## config.mk

```make
export PLATFORM = sky130hd
export DESIGN_NAME = key_debounce_pulse
export DESIGN_NICKNAME = d
export VERILOG_FILES = /design/src/rtl/key_debounce_pulse_pkg.sv /design/src/rtl/key_debounce_pulse_sync_2ff.sv /design/src/rtl/key_debounce_pulse.sv
export SDC_FILE = /design/constraint.sdc
export NUM_CORES = 1
export LEC_CHECK = 0
export ABC_AREA = 1
export CAP_MARGIN = 5
export CORE_MARGIN = 5
export CORE_UTILIZATION = 49
export DETAILED_ROUTE_END_ITERATION = 7
export PLACE_DENSITY = 0.69
export SYNTH_ARGS = -nofsm -noshare
export SYNTH_HDL_FRONTEND = slang
export SYNTH_SLANG_ARGS = --single-unit
export TNS_END_PERCENT = 20
```

## constraint.sdc

```tcl
create_clock -name clk -period 1.45 [get_ports clk]
set_input_delay 0.2175 -clock clk [delete_from_list [all_inputs] [get_ports clk]]
set_output_delay 0.2175 -clock clk [all_outputs]
set_load 0.05 [all_outputs]
```

## src/rtl/key_debounce_pulse_pkg.sv

```systemverilog
// Shared definitions for the key debouncer: FSM state encodings (also used by
// downstream FSM benches to decode the debug state) and a counter-width helper.
package key_debounce_pulse_pkg;

  localparam logic [1:0] ST_IDLE         = 2'b00;
  localparam logic [1:0] ST_PRESS_WAIT   = 2'b01;
  localparam logic [1:0] ST_PRESSED      = 2'b10;
  localparam logic [1:0] ST_RELEASE_WAIT = 2'b11;

  // Width of a counter that must hold 0 .. n-1, never narrower than one bit.
  function automatic int unsigned cnt_width(input int unsigned n);
    return (n < 2) ? 1 : $clog2(n);
  endfunction

endpackage

```

## src/rtl/key_debounce_pulse_sync_2ff.sv

```systemverilog
// sync_2ff: two-flop synchroniser for asynchronous lab inputs; both flops reset
// to RESET_VAL so the idle level is presented straight out of reset.
module key_debounce_pulse_sync_2ff
  import key_debounce_pulse_pkg::*;
#(
  parameter logic RESET_VAL = 1'b0
) (
  input  logic clk,
  input  logic rst,
  input  logic d_i,
  output logic q_o
);

  logic meta_q;
  logic sync_q;

  // NOTE: non-blocking assignments so the second flop takes the first flop's pre-edge value.
  always_ff @(posedge clk or posedge rst) begin
    if (rst) begin
      meta_q <= RESET_VAL;
      sync_q <= RESET_VAL;
    end else begin
      meta_q <= d_i;
      sync_q <= meta_q;
    end
  end

  assign q_o = sync_q;

endmodule

```

## src/rtl/key_debounce_pulse.sv

```systemverilog
// Push-button conditioner: synchroniser + 4-state debounce FSM giving a clean
// level and press/release strobes. Define LONG_PRESS_EN to add the long-press strobe.
module key_debounce_pulse
  import key_debounce_pulse_pkg::*;
#(
  parameter int unsigned DEBOUNCE_CYCLES = 1000000,
  parameter bit          ACTIVE_LOW      = 1'b0,
  parameter int unsigned LONG_CYCLES     = 50000000
) (
  input  logic       clk,
  input  logic       rst,
  input  logic       key_raw,
  output logic       key_level,
  output logic       press_pulse,
  output logic       release_pulse,
  output logic       long_pulse,
  output logic [1:0] state
);

  localparam int unsigned CW = cnt_width(DEBOUNCE_CYCLES);
  localparam logic [CW-1:0] CNT_LAST = CW'(DEBOUNCE_CYCLES - 1);

  if (DEBOUNCE_CYCLES < 2 || LONG_CYCLES < 2) begin : g_bad_params
    $error("key_debounce_pulse: DEBOUNCE_CYCLES and LONG_CYCLES must be >= 2");
  end

  logic          raw_sync;
  logic          key_sync;
  logic [1:0]    state_q, state_d;
  logic [CW-1:0] cnt_q, cnt_d;
  logic          level_q, level_d;
  logic          press_q, press_d;
  logic          release_q, release_d;

  key_debounce_pulse_sync_2ff #(
    .RESET_VAL (ACTIVE_LOW)
  ) u_sync (
    .clk (clk),
    .rst (rst),
    .d_i (key_raw),
    .q_o (raw_sync)
  );

  assign key_sync = raw_sync ^ ACTIVE_LOW;

  // NOTE: every variable gets a default before the case so no latch is inferred.
  always_comb begin
    state_d   = state_q;
    cnt_d     = cnt_q;
    press_d   = 1'b0;
    release_d = 1'b0;
    case (state_q)
      ST_IDLE: begin
        if (key_sync) begin
          state_d = ST_PRESS_WAIT;
          cnt_d   = '0;
        end
      end
      ST_PRESS_WAIT: begin
        if (!key_sync) begin
          state_d = ST_IDLE;
          cnt_d   = '0;
        end else if (cnt_q == CNT_LAST) begin
          state_d = ST_PRESSED;
          cnt_d   = '0;
          press_d = 1'b1;
        end else begin
          cnt_d = cnt_q + 1'b1;
        end
      end
      ST_PRESSED: begin
        if (!key_sync) begin
          state_d = ST_RELEASE_WAIT;
          cnt_d   = '0;
        end
      end
      ST_RELEASE_WAIT: begin
        if (key_sync) begin
          state_d = ST_PRESSED;
          cnt_d   = '0;
        end else if (cnt_q == CNT_LAST) begin
          state_d   = ST_IDLE;
          cnt_d     = '0;
          release_d = 1'b1;
        end else begin
          cnt_d = cnt_q + 1'b1;
        end
      end
      default: begin
        state_d = ST_IDLE;
        cnt_d   = '0;
      end
    endcase
    level_d = (state_d == ST_PRESSED) || (state_d == ST_RELEASE_WAIT);
  end

  always_ff @(posedge clk or posedge rst) begin
    if (rst) begin
      state_q   <= ST_IDLE;
      cnt_q     <= '0;
      level_q   <= 1'b0;
      press_q   <= 1'b0;
      release_q <= 1'b0;
    end else begin
      state_q   <= state_d;
      cnt_q     <= cnt_d;
      level_q   <= level_d;
      press_q   <= press_d;
      release_q <= release_d;
    end
  end

`ifdef LONG_PRESS_EN
  localparam int unsigned LW = $clog2(LONG_CYCLES + 1);
  localparam logic [LW-1:0] LONG_LAST = LW'(LONG_CYCLES - 1);
  localparam logic [LW-1:0] LONG_DONE = LW'(LONG_CYCLES);

  logic [LW-1:0] lcnt_q, lcnt_d;
  logic          long_q, long_d;

  // Holds through RELEASE_WAIT bounces; parks at LONG_DONE so one press fires once.
  always_comb begin
    lcnt_d = lcnt_q;
    long_d = 1'b0;
    if (state_q == ST_PRESSED) begin
      if (lcnt_q == LONG_LAST) begin
        lcnt_d = LONG_DONE;
        long_d = 1'b1;
      end else if (lcnt_q != LONG_DONE) begin
        lcnt_d = lcnt_q + 1'b1;
      end
    end else if (state_q != ST_RELEASE_WAIT) begin
      lcnt_d = '0;
    end
  end

  always_ff @(posedge clk or posedge rst) begin
    if (rst) begin
      lcnt_q <= '0;
      long_q <= 1'b0;
    end else begin
      lcnt_q <= lcnt_d;
      long_q <= long_d;
    end
  end

  assign long_pulse = long_q;
`else
  assign long_pulse = 1'b0;
`endif

  assign key_level     = level_q;
  assign press_pulse   = press_q;
  assign release_pulse = release_q;
  assign state         = state_q;

endmodule
```

==> results.json <==
{
  "drt_pass1_iterations": 4,
  "gp_congestion": 0.834,
  "io_buffers": 7,
  "die-height_um": 66.4,
  "met2WireLength_um": 1670,
  "slowest_stage": "dfrtp_1",
  "area_delta_synth_final_pct": 26.8,
  "synth_area_mm2": 0.00156,
  "top_layer": "met4",
  "seq_area_frac_synth": 0.433,
  "cp.required_ps": 1700,
  "dp_slack_ps": -71.8,
  "cpLargestDelayFamily": "simple AND/OR/NAND/NOR gates",
  "grt_first_pass_wirelength_um": 5590,
  "p_leak_nw": 0.875,
  "synth.net_count": 219,
  "rsz0062_at_grt": "true",
  "cts.sinks": 27,
  "grt_usage": 0.168,
  "synth_area_leaders": "dfrtp_1 43%, nand2_1 15%, nor2_1 7.9%",
  "min_path_type": "primary input to asynchronous set/reset pin",
  "ctsHoldBuffers": 0,
  "initial_core_util": 0.511,
  "multi_input_area_um2": 857,
  "fmax_mhz": 672,
  "fin_skew_ps": 5.98,
  "hold_viol_final": 0,
  "clock_tree.root_cell": "clkbuf_4",
  "ys_types": 23,
  "nFillCells": 288,
  "worstSetupEndpointType": "register",
  "rr_startpoint": "cnt_q[1]",
  "utilization": 0.648,
  "clkSlewWorstSetupHoldPaths_ps": 150,
  "dpl.hpwl_um": 2460,
  "coreArea_mm2": 0.00305,
  "peakVddDrop_uv": 369,
  "yosysTopAreaCell": "dfrtp_1",
  "fin_cells": 287,
  "routedWlPerCell_um": 11.8,
  "synth.avg_cell_area_um2": 7.26,
  "dp.cells": 279,
  "cap_violations": 0,
  "cts_made_buffers": 3,
  "cts_tree": "built",
  "critPathLaunch": "cnt_q[1]",
  "setup_viol_count_final": 20,
  "cts.htree.levels": 1,
  "critPathLaunchType": "register",
  "fin_ws_ps": -37.7,
  "nets": 248,
  "setup.worst_path.class": "register to register",
  "yosys_warnings": 0,
  "critPathMaxStageDelay_ps": 410,
  "viasPerCell": 4.76,
  "clk_path_buf_depth": 2,
  "crit_fanout": 7,
  "synthCells": 215,
  "met1Wirelength_um": 1530,
  "grt_max_degree": 28,
  "period_share": 1.03,
  "maxSlewViolCount": 0,
  "num_io_pins": 9,
  "fin_crit_ps": 1490,
  "register_area_um2": 678,
  "ant_nets": 0,
  "cp.buffers_inverters": 2,
  "layout-drive-gt1-share": 0.296,
  "finalWirelength_um": 3380,
  "path_cells": "ha_2 -> inv_2 -> nor2_4 -> nand2_2 -> nor2_4 -> nand2_2 -> nand2_4 -> nand2_8 -> clkinv_8 -> nor2_2",
  "fp-row-count": 20,
  "cellPowerDensity_mw_per_mm2": 636,
  "crit_arrival_ps": 1740,
  "dr_wl_met3_um": 123,
  "antenna_cells": 0,
  "dieArea_mm2": 0.00441,
  "vias": 1365,
  "fp.dieW_um": 66.4,
  "hold_ws_ps": 218,
  "antenna_found_initial": 0,
  "yosys.area.top_type_share": 0.433,
  "setup-tns-final_ps": -556,
  "grt_pass1_vias": 1277,
  "grt.overflow.total": 0,
  "outcome": "finished, violations left",
  "clk_latency_ps": 340,
  "synth_seq_cells": 27,
  "initialDrtViolationCount": 67,
  "drc": 0,
  "failed_checks": "negative setup slack"
}
[per-layer routing]
layer | global-route usage | vias to the layer above
li1 | - | 717
met1 | 0.211 | 618
met2 | 0.279 | 25
met3 | 0.0238 | 5
met4 | 0.0863 | 0
met5 | 0 | -
[logic make-up (layout without fill, tap and decap cells)]
| kind of cell | count (synthesis) | count (layout) | synth area share |
|---|---|---|---|
| simple gates | 137 | 137 | 0.389 |
| buf+inv | 32 | 60 | 0.0954 |
| fa+ha+maj | 1 | 1 | 0.00802 |
| xor+xnor | 5 | 5 | 0.0281 |
| other cells | 1 | 1 | 0.00240 |
| flops | 27 | 27 | 0.433 |
| compound gates | 12 | 12 | 0.0441 |
[worst reg2reg max path: stages, from the launching register on]
cell      delay (ps)
dfrtp_1          410
ha_2             200
inv_2             40
nor2_4           120
nand2_2           80
nor2_4           150
nand2_2           80
nand2_4          100
nand2_8           90
clkinv_8          90
nor2_2            40
[Yosys cell counts, drive strengths merged]
cell    number
nand2       64
nor2        49
inv         28
dfrtp       27
nand3       19
o21ai        6
buf          3
nand4        3
xor2         3
a21oi        2
o21bai       2
xnor2        2
a21boi       1
a31oi        1
and2         1
clkinv       1
conb         1
ha           1
nor3         1
[placed cells by master (no fill, tap or decap), drive strengths merged]
cell type,count
o21ai,6
o21bai,2
ha,1
a21oi,2
nand4,3
conb,1
nand3,19
dfrtp,27
nand2,64
xnor2,2
clkinv,1
nor3,1
clkinvlp,1
clkdlybuf4s50,2
a21boi,1
a31oi,1
inv,29
and2,1
xor2,3
nor2,49
buf,24
clkbuf,3
[final cells by class]
class | instances | share of cell area
clock buffer | 3 | 0.0114
clock inverter | 1 | 0.00380
inverter | 29 | 0.0614
multi-input combinational | 156 | 0.433
sequential | 27 | 0.343
tap | 44 | 0.0278
timing repair buffer | 26 | 0.114
timing repair inverter | 1 | 0.00569
[report_power, final]
| group | internal, W | switching [W] | leakage [nW] | total, W |
|---|---|---|---|---|
| registers | 0.000762 | 0.00000659 | 0.366 | 0.000769 |
| logic | 0.0000505 | 0.0000939 | 0.495 | 0.000144 |
| clock network | 0.000106 | 0.000238 | 0.0139 | 0.000344 |
| total | 0.000919 | 0.000339 | 0.875 | 0.00126 |
[metrics by stage]
| stage | total power [W] | instance area [um2] |
|---|---|---|
| after floorplan | 0.000860 | 1560 |
| after global placement | 0.000892 | 1790 |
| after detailed placement | 0.000892 | 1790 |
| after CTS | 0.00125 | 1860 |
| after global routing | 0.00132 | 1980 |
| final | 0.00126 | 1980 |
[registers in the layout, indices dropped and copies added, names as in the netlist]
name           cells
cnt_q             20
key_level          1
press_pulse        1
release_pulse      1
state              2
u_sync.meta_q      1
u_sync.q_o         1
[final timing paths]
kind / slack [ps] / end / depth (start not counted)
min in group clk: 320 / u_sync.meta_q / 1
max reg2reg: -40 / cnt_q[17] / 10
min: 220 / state[0] / 3
min reg2reg: 380 / u_sync.q_o / 0
max in group asynchronous: 960 / state[1] / 3
max: -40 / cnt_q[17] / 10
[what timing repair did]
action,CTS,global route
cloned,1,0
setup buffers,1,2
pin swaps,2,7
setup endpoints to repair,21,22
gates resized for setup,10,28
(Power assumes the default switching activity.)
